$ cat src/rtl/cpu_trace_buffer.sv
// cpu_trace_buffer: trace FIFO, halt latch, retire counter and store watch for VeriRISC.
// Optional macro TRACE_FILTER_EN adds an op_mask port that selects which opcodes are traced.
module cpu_trace_buffer #(
  parameter int ADDR_WIDTH = 5,
  parameter int DATA_WIDTH = 8,
  parameter int OP_WIDTH   = 3,
  parameter int DEPTH      = 16,
  parameter int WRAP       = 1,
  parameter int WATCH_CH   = 2,
  parameter int CNT_WIDTH  = 16
) (
  input  logic                           clock,
  input  logic                           rst,
  input  logic                           clr,
  input  logic                           fetch_valid,
  input  logic [ADDR_WIDTH-1:0]          pc_addr,
  input  logic [OP_WIDTH-1:0]            opcode,
  input  logic [ADDR_WIDTH-1:0]          ir_addr,
  input  logic [DATA_WIDTH-1:0]          data,
  input  logic                           halt,
  input  logic                           mem_wr,
  input  logic [ADDR_WIDTH-1:0]          wr_addr,
  input  logic [DATA_WIDTH-1:0]          wr_data,
  input  logic [WATCH_CH*ADDR_WIDTH-1:0] watch_addr,
`ifdef TRACE_FILTER_EN
  input  logic [2**OP_WIDTH-1:0]         op_mask,
`endif
  input  logic                           rd_en,
  output logic                           rd_valid,
  output logic [ADDR_WIDTH-1:0]          rd_pc,
  output logic [OP_WIDTH-1:0]            rd_op,
  output logic [ADDR_WIDTH-1:0]          rd_addr,
  output logic [DATA_WIDTH-1:0]          rd_data,
  output logic [$clog2(DEPTH):0]         count,
  output logic                           empty,
  output logic                           full,
  output logic                           overflow,
  output logic                           halted,
  output logic [ADDR_WIDTH-1:0]          halt_pc,
  output logic [CNT_WIDTH-1:0]           instr_count,
  output logic [WATCH_CH-1:0]            watch_hit,
  output logic [WATCH_CH*DATA_WIDTH-1:0] watch_data
);

  localparam int  PW      = $clog2(DEPTH);
  localparam int  CW      = PW + 1;
  localparam int  EW      = 2 * ADDR_WIDTH + OP_WIDTH + DATA_WIDTH;
  localparam bit  WRAP_EN = (WRAP != 0);

  logic [EW-1:0] mem_q [DEPTH];

  logic [PW-1:0]  wptr_q, wptr_d, rptr_q, rptr_d;
  logic [CW-1:0]  cnt_q, cnt_d;
  logic           ovf_q, ovf_d;
  logic           rd_valid_q, rd_valid_d;
  logic [EW-1:0]  rd_ent_q, rd_ent_d;
  logic           halted_q, halted_d;
  logic           halt_prev_q, halt_prev_d;
  logic [ADDR_WIDTH-1:0] halt_pc_q, halt_pc_d;
  logic [CNT_WIDTH-1:0]  icnt_q, icnt_d;
  logic [WATCH_CH-1:0]   hit_q, hit_d;
  logic [WATCH_CH*DATA_WIDTH-1:0] wdata_q, wdata_d;

  logic full_w, empty_w, acc, cap, pop, mem_we, rise;
  logic [EW-1:0] wr_ent;

  assign full_w  = (cnt_q == CW'(DEPTH));
  assign empty_w = (cnt_q == '0);
  assign acc     = fetch_valid && !halted_q;
`ifdef TRACE_FILTER_EN
  assign cap     = acc && op_mask[opcode];
`else
  assign cap     = acc;
`endif
  assign pop     = rd_en && !empty_w;
  // When full without a pop, only the overwrite mode stores the entry.
  assign mem_we  = cap && (pop || !full_w || WRAP_EN);
  assign rise    = halt && !halt_prev_q;
  assign wr_ent  = {pc_addr, opcode, ir_addr, data};

  always_comb begin
    wptr_d      = wptr_q;
    rptr_d      = rptr_q;
    cnt_d       = cnt_q;
    ovf_d       = ovf_q;
    rd_valid_d  = pop;
    rd_ent_d    = rd_ent_q;
    halted_d    = halted_q | rise;
    halt_prev_d = halt;
    halt_pc_d   = rise ? pc_addr : halt_pc_q;
    icnt_d      = icnt_q;
    hit_d       = '0;
    wdata_d     = wdata_q;

    if (pop) begin
      rd_ent_d = mem_q[rptr_q];
      rptr_d   = rptr_q + PW'(1);
    end
    if (mem_we) wptr_d = wptr_q + PW'(1);

    unique case (1'b1)
      cap && !pop && full_w: begin
        ovf_d = 1'b1;
        if (WRAP_EN) rptr_d = rptr_q + PW'(1);
      end
      cap && !pop && !full_w: cnt_d = cnt_q + CW'(1);
      pop && !cap:            cnt_d = cnt_q - CW'(1);
      default: ;
    endcase

    if (acc && !(&icnt_q)) icnt_d = icnt_q + CNT_WIDTH'(1);

    for (int i = 0; i < WATCH_CH; i++) begin
      hit_d[i] = mem_wr &&
        (wr_addr == watch_addr[i*ADDR_WIDTH +: ADDR_WIDTH]);
      if (hit_d[i]) wdata_d[i*DATA_WIDTH +: DATA_WIDTH] = wr_data;
    end
  end

  always_ff @(posedge clock) begin
    if (rst || clr) begin
      wptr_q      <= '0;
      rptr_q      <= '0;
      cnt_q       <= '0;
      ovf_q       <= 1'b0;
      rd_valid_q  <= 1'b0;
      rd_ent_q    <= '0;
      halted_q    <= 1'b0;
      halt_prev_q <= 1'b0;
      halt_pc_q   <= '0;
      icnt_q      <= '0;
      hit_q       <= '0;
      wdata_q     <= '0;
    end else begin
      wptr_q      <= wptr_d;
      rptr_q      <= rptr_d;
      cnt_q       <= cnt_d;
      ovf_q       <= ovf_d;
      rd_valid_q  <= rd_valid_d;
      rd_ent_q    <= rd_ent_d;
      halted_q    <= halted_d;
      halt_prev_q <= halt_prev_d;
      halt_pc_q   <= halt_pc_d;
      icnt_q      <= icnt_d;
      hit_q       <= hit_d;
      wdata_q     <= wdata_d;
    end
  end

  always_ff @(posedge clock) begin
    if (!(rst || clr) && mem_we) mem_q[wptr_q] <= wr_ent;
  end

  assign {rd_pc, rd_op, rd_addr, rd_data} = rd_ent_q;
  assign rd_valid    = rd_valid_q;
  assign count       = cnt_q;
  assign empty       = empty_w;
  assign full        = full_w;
  assign overflow    = ovf_q;
  assign halted      = halted_q;
  assign halt_pc     = halt_pc_q;
  assign instr_count = icnt_q;
  assign watch_hit   = hit_q;
  assign watch_data  = wdata_q;

endmodule

$ cat config.mk
export PLATFORM = sky130hd
export DESIGN_NAME = cpu_trace_buffer
export DESIGN_NICKNAME = d
export VERILOG_FILES = /design/src/rtl/cpu_trace_buffer.sv
export SDC_FILE = /design/constraint.sdc
export NUM_CORES = 1
export LEC_CHECK = 0
export CORE_MARGIN = 4
export CORE_UTILIZATION = 62
export DETAILED_ROUTE_END_ITERATION = 10
export MAX_ROUTING_LAYER = met4
export PLACE_DENSITY = 0.82
export SETUP_SLACK_MARGIN = 0.5
export SYNTH_ARGS = -nofsm -noshare
export SYNTH_HDL_FRONTEND = slang
export SYNTH_SLANG_ARGS = --single-unit
export TNS_END_PERCENT = 100
$ cat constraint.sdc
create_clock -name clock -period 5.5 [get_ports clock]
set_input_delay 1.1 -clock clock [delete_from_list [all_inputs] [get_ports clock]]
set_output_delay 1.1 -clock clock [all_outputs]
set_load 0.01 [all_outputs]
# --- Word-level counts from Yosys, hierarchy flattened ---
# Memories as Yosys holds them, arrays and structs flattened. A register that Yosys moved wholly into a read port is not among the register bits.
# Index checks and enable logic that the tools add are counted.
word_totals:
  mem_bits_rw: 336
  input_bits: 51
  regBits: 56
  out_inout_bits: 70
  wordCells: 51
  mem_count: 1
classes:
  reduce_logical: 24
  addsub: 5
  mux: 5
  n_bitwise: 1
  eq_ne: 3
memory_table:
  columns: ["memory", "depth", "word_bits", "read_ports", "rd_ports_with_merged_regs", "write_ports", "line", "text"]
  rows:
  - ["mem_q", 16, 21, 1, 1, 1, "50", "logic [EW-1:0] mem_q [DEPTH];"]
ops:
  columns: ["operator", "n"]
  rows:
  - ["adder 16 x 1 -> 16 bit (second input constant)", 1]
  - ["AND reduction 16 bit", 1]
  - ["logical AND 1 bit", 11]
  - ["equality test 5 bit", 2]
  - ["one-hot mux 5 bit (2 select lines)", 1]
  - ["adder 4 x 1 -> 4 bit (second input constant)", 2]
  - ["logical NOT 1 bit", 8]
  - ["2-to-1 mux 4 bit", 2]
  - ["adder 5 x 1 -> 5 bit (second input constant)", 1]
  - ["equality test 5 bit (second input constant)", 1]
  - ["logical NOT 5 bit", 1]
  - ["subtractor 5 x 1 -> 5 bit (second input constant)", 1]
  - ["nonzero test 2 bit", 2]
  - ["2-to-1 mux 1 bit", 2]
  - ["logical OR 1 bit", 1]
  - ["OR 1 bit", 1]

# --- Depth between registers and ports, before layout ---
logic_depth:
  ltp_word: 7
  depth_mapped: 11
  depth_no_buf: 10

# --- Worst setup path before layout ---
# No wires, ideal clock.
synth_timing:
  path_type: "in2reg"
  from: "input port fetch_valid"
  to: "memory mem_q[3][0] in the netlist's numbering (enable)"
  path_stages: 5
  path_slack_ns: 1.710
  setup_ns: 0.425
  required_time_ns: 5.075
  path_buffers: 2
  arrival_ns: 3.365
  cell_sequence: "nor2b_1 buf_2 buf_1 nand3_1 nor3_1"
synth_between:
  elab_chain_len: 4
synth_lines:
  columns: ["element", "line", "text"]
  rows:
  - ["from (decl)", "15", "input logic fetch_valid,"]
  - ["logical AND 1 bit", "69", "assign acc = fetch_valid && !halted_q;"]
  - ["logical AND 1 bit", "151", "if (!(rst || clr) && mem_we) mem_q[wptr_q] <= wr_ent;"]
  - ["2-to-1 mux 1 bit", "151", null]
  - ["2-to-1 mux 1 bit (implied by the code)", "151", null]
  - ["to (decl)", "50", null]
# Every way passes these cells.

# --- Final worst setup path ---
layout_timing:
  from: "register cnt_q[0], in the netlist count[0]"
  to: "output port empty"
layout_between:
  elab_chain_len: 1
layout_lines:
  columns: ["element", "line", "text"]
  rows:
  - ["from (decl)", "53", "logic [CW-1:0] cnt_q, cnt_d;"]
  - ["from (signal assigned)", "137", "cnt_q <= cnt_d;"]
  - ["logical NOT 5 bit", "68", "assign empty_w = (cnt_q == '0);"]
  - ["to (decl)", "35", "output logic empty,"]
# Every way passes these cells.

==> flow_summary.yaml <==
worst_setup_path:
  crit_fanout: 6
  worstPathRequired_ps: 4400
  rr_worst_depth: 4
  r2r_end: "rd_ent_q[0]"
  r2r_slack_ps: 2800
  worstSetupEndpointType: "output pin"
  r2r_start: "rptr_q[0]"
  critPathArrivalTime_ps: 2290
  crit_type: "reg2out"
  crit_path_start_kind: "flip-flop"
detailed_routing:
  wire_per_inst_um: 25.3
  firstDrtPassIters: 5
  drt_iter0_markers: 837
  drc: 0
  drtAntennaViolNets: 0
  vias_per_cell: 6.24
  routed_wl_mm: 34.4
  route.vias.total: 8473
logic_synthesis:
  yosys_warnings: 0
  synth-main-ff-cell: "edfxtp_1"
  seq_area_frac_synth_pct: 72.9
  syn_area_sq_um: 15900
  synth_top_area_cell: "edfxtp_1"
  synth_edf_count: 336
  synthAdderAreaFrac_pct: 0.832
  synth_top_area_share_pct: 63.3
  ys_top_cells_by_area: "edfxtp_1, mux4_2, dfxtp_1"
  syn_inst: 865
  synthesis.nets: 926
  synth_compound_gate_area_share_pct: 2.16
  synthMuxAreaShare_pct: 16.1
  ys_async_sr_fraction_pct: 0
  ys_seq_elements: 413
  synth-xor-area-share_pct: 1.59
  synth_top_family_by_area: "multiplexers"
  synth.distinct_cells: 44
  synthSimpleGateAreaFrac_pct: 4.81
  synth_area_per_cell_sq_um: 18.4
run_status:
  status: "finished clean"
sta:
  setup_slack_ps: 2110
  post-route-period-util_pct: 61.7
  finalMaxSlewViolations: 0
  skew_ps: 10.6
  final_hold_viol_count: 0
  rsz0062_at_grt: "no"
  max_slew_margin_pct: 15.7
  setup_tns_ps: 0
  finalCriticalPeriod_ps: 3390
  setup_viol: 0
  tightestPinTransition_ps: 1260
  fmax_mhz: 295
clock_network:
  cts_tree: "yes"
  ctsResizeCount: 0
  cts_setup_buffers: 0
  htreeDepth: 2
  cts_root_buffer: "clkbuf_16"
  numCtsBuffers: 40
  cts_buffer_depth: 3
  clock_sinks: 413
  clkSlewWorstSetupHoldPaths_ps: 60
  clock_latency_ps: 520
  holdBufCountCts: 0
run:
  drv_cap: 0
floorplan:
  start_util_pct: 63.1
  dieWidth_um: 168
  die_y_um: 168
  rows: 58
  core_sq_um: 25300
  ioPinCount: 121
  dieArea_sq_um: 28400
placement:
  portBuffers: 120
  dpl.hpwl_mm: 20.5
  place_area_sq_um: 17500
  pre_cts_ws_ps: 1600
  routabilityCongestion: 0.809
global_route:
  grt_pass1_wl_mm: 52.8
  grt.total_usage_pct: 25.3
  grt_pass1_vias: 8954
  antenna_found_initial: 0
  grt_overflow: 0
  grt_max_degree: 55
power_and_ir_drop:
  total_power_mw: 6.15
  ir_drop_mv: 0.294
  leakagePower_nw: 5.80
  p_per_area_nw_per_um2: 328
worst_hold_path:
  hold_end: "rd_ent_q[7]"
  hold_depth: 2
  worstHoldStart: "rd_ent_q[7]"
  hp-class: "reg2reg"
cells_and_area:
  nets: 1060
  design_area_sq_um: 18700
  drive_gt1_share_pct: 17.3
  synthToLayoutAreaGrowth_pct: 17.6
  antennaDiodeCount: 0
## through the flow
stage | hold WS (ps) | utilization, % | std cells
2_1_floorplan | 482 | - | 865
6_report | 467 | 74.2 | 1358
4_1_cts | 471 | 74.2 | 1358
5_1_grt | 495 | 74.2 | 1358
3_3_place_gp | 443 | 69.5 | 1287
3_5_place_dp | 455 | 69.5 | 1287
## state kept, by name (all words and copies together), names as in the netlist
register and cells:
watch_hit 2, instr_count 16, watch_data 16, halt_pc 5, count 5, wptr_q 4, halted 1, rptr_q 4
halt_prev_q 1, rd_ent_q 21, overflow 1, rd_valid 1, mem_q 336
## metal layers
layer,part of all wire [%],vias to the layer above,track usage [%]
met5,0,-,-
met4,3.8,0,9.42
met3,6.4,79,3.78
met2,52,357,41.7
met1,38,4336,32.5
li1,-,3701,-
## synthesized netlist by cell type (2+ instances only)
cell / count
buf_1: 8
nand2_1: 35
and4_1: 3
nand2b_1: 4
xor2_1: 12
o21ai_1: 2
xnor2_1: 17
dfxtp_1: 77
clkbuf_1: 14
and2_1: 4
buf_2: 18
nor4_4: 2
nor3_1: 11
and3_1: 4
nor4_1: 4
mux4_2: 84
edfxtp_1: 336
o221ai_1: 21
mux2i_1: 67
buf_4: 4
nand4_1: 6
or3_1: 4
nor2b_1: 2
a21oi_1: 12
ha_1: 9
inv_1: 7
nand3_1: 13
o21ai_0: 3
nor2_1: 67
## cells by family (layout without fill, tap and decap cells)
kind of cell | after synthesis | count (layout)
flops | 413 | 413
buf+inv | 53 | 216
compound gates | 46 | 46
fa+ha+maj | 10 | 10
mux | 152 | 152
xor+xnor | 29 | 29
simple gates | 162 | 162
## power by group
group          switching [mW]  internal, mW
Sequential             0.0162          3.39
Clock                    1.08          1.44
Combinational           0.124         0.103
## cell usage in the layout (no fill, tap or decap), types with 6 or more instances in the layout
master             n
nand2_1           35
nor2_1            55
nor3_1             7
o221ai_1          21
nor2_2            12
clkbuf_16         41
clkinv_1          11
xnor2_1           17
edfxtp_1         336
nand4_1            6
a21oi_1           11
clkdlybuf4s50_1  120
nand3_1           13
dfxtp_1           74
buf_4             16
ha_1               9
mux4_2            84
inv_1              7
xor2_1            12
mux2i_1           67
clkbuf_1          10
## area by class of cell
| type | instances | area (sq um) |
|---|---|---|
| repair buffers | 137 | 1340 |
| fillers | 1460 | 6510 |
| flip-flops and latches | 413 | 11600 |
| clock buffers | 53 | 1090 |
| inverters | 8 | 30.0 |
| clock inverters | 18 | 108 |
| multi-input cells | 399 | 4130 |
| well taps | 330 | 413 |
## worst max-delay path, cell delays in order (launching register included)
cell             delay [ps]
dfxtp_1                 370
nor4_4                  490
nand2_2                 170
inv_1                   170
clkdlybuf4s50_1         570
## worst max-delay path by stage
stage / startpoint / end / depth (start not counted)
after global routing: clr / mem_q[4][3] / 4
final: count[0] / empty / 4
after global placement: clr / mem_q[4][18] / 4
after detailed placement: clr / mem_q[4][1] / 4
after floorplan: fetch_valid / mem_q[3][0] / 5
after CTS: count[0] / empty / 4
No activity file was read; power rests on OpenSTA's default activity.
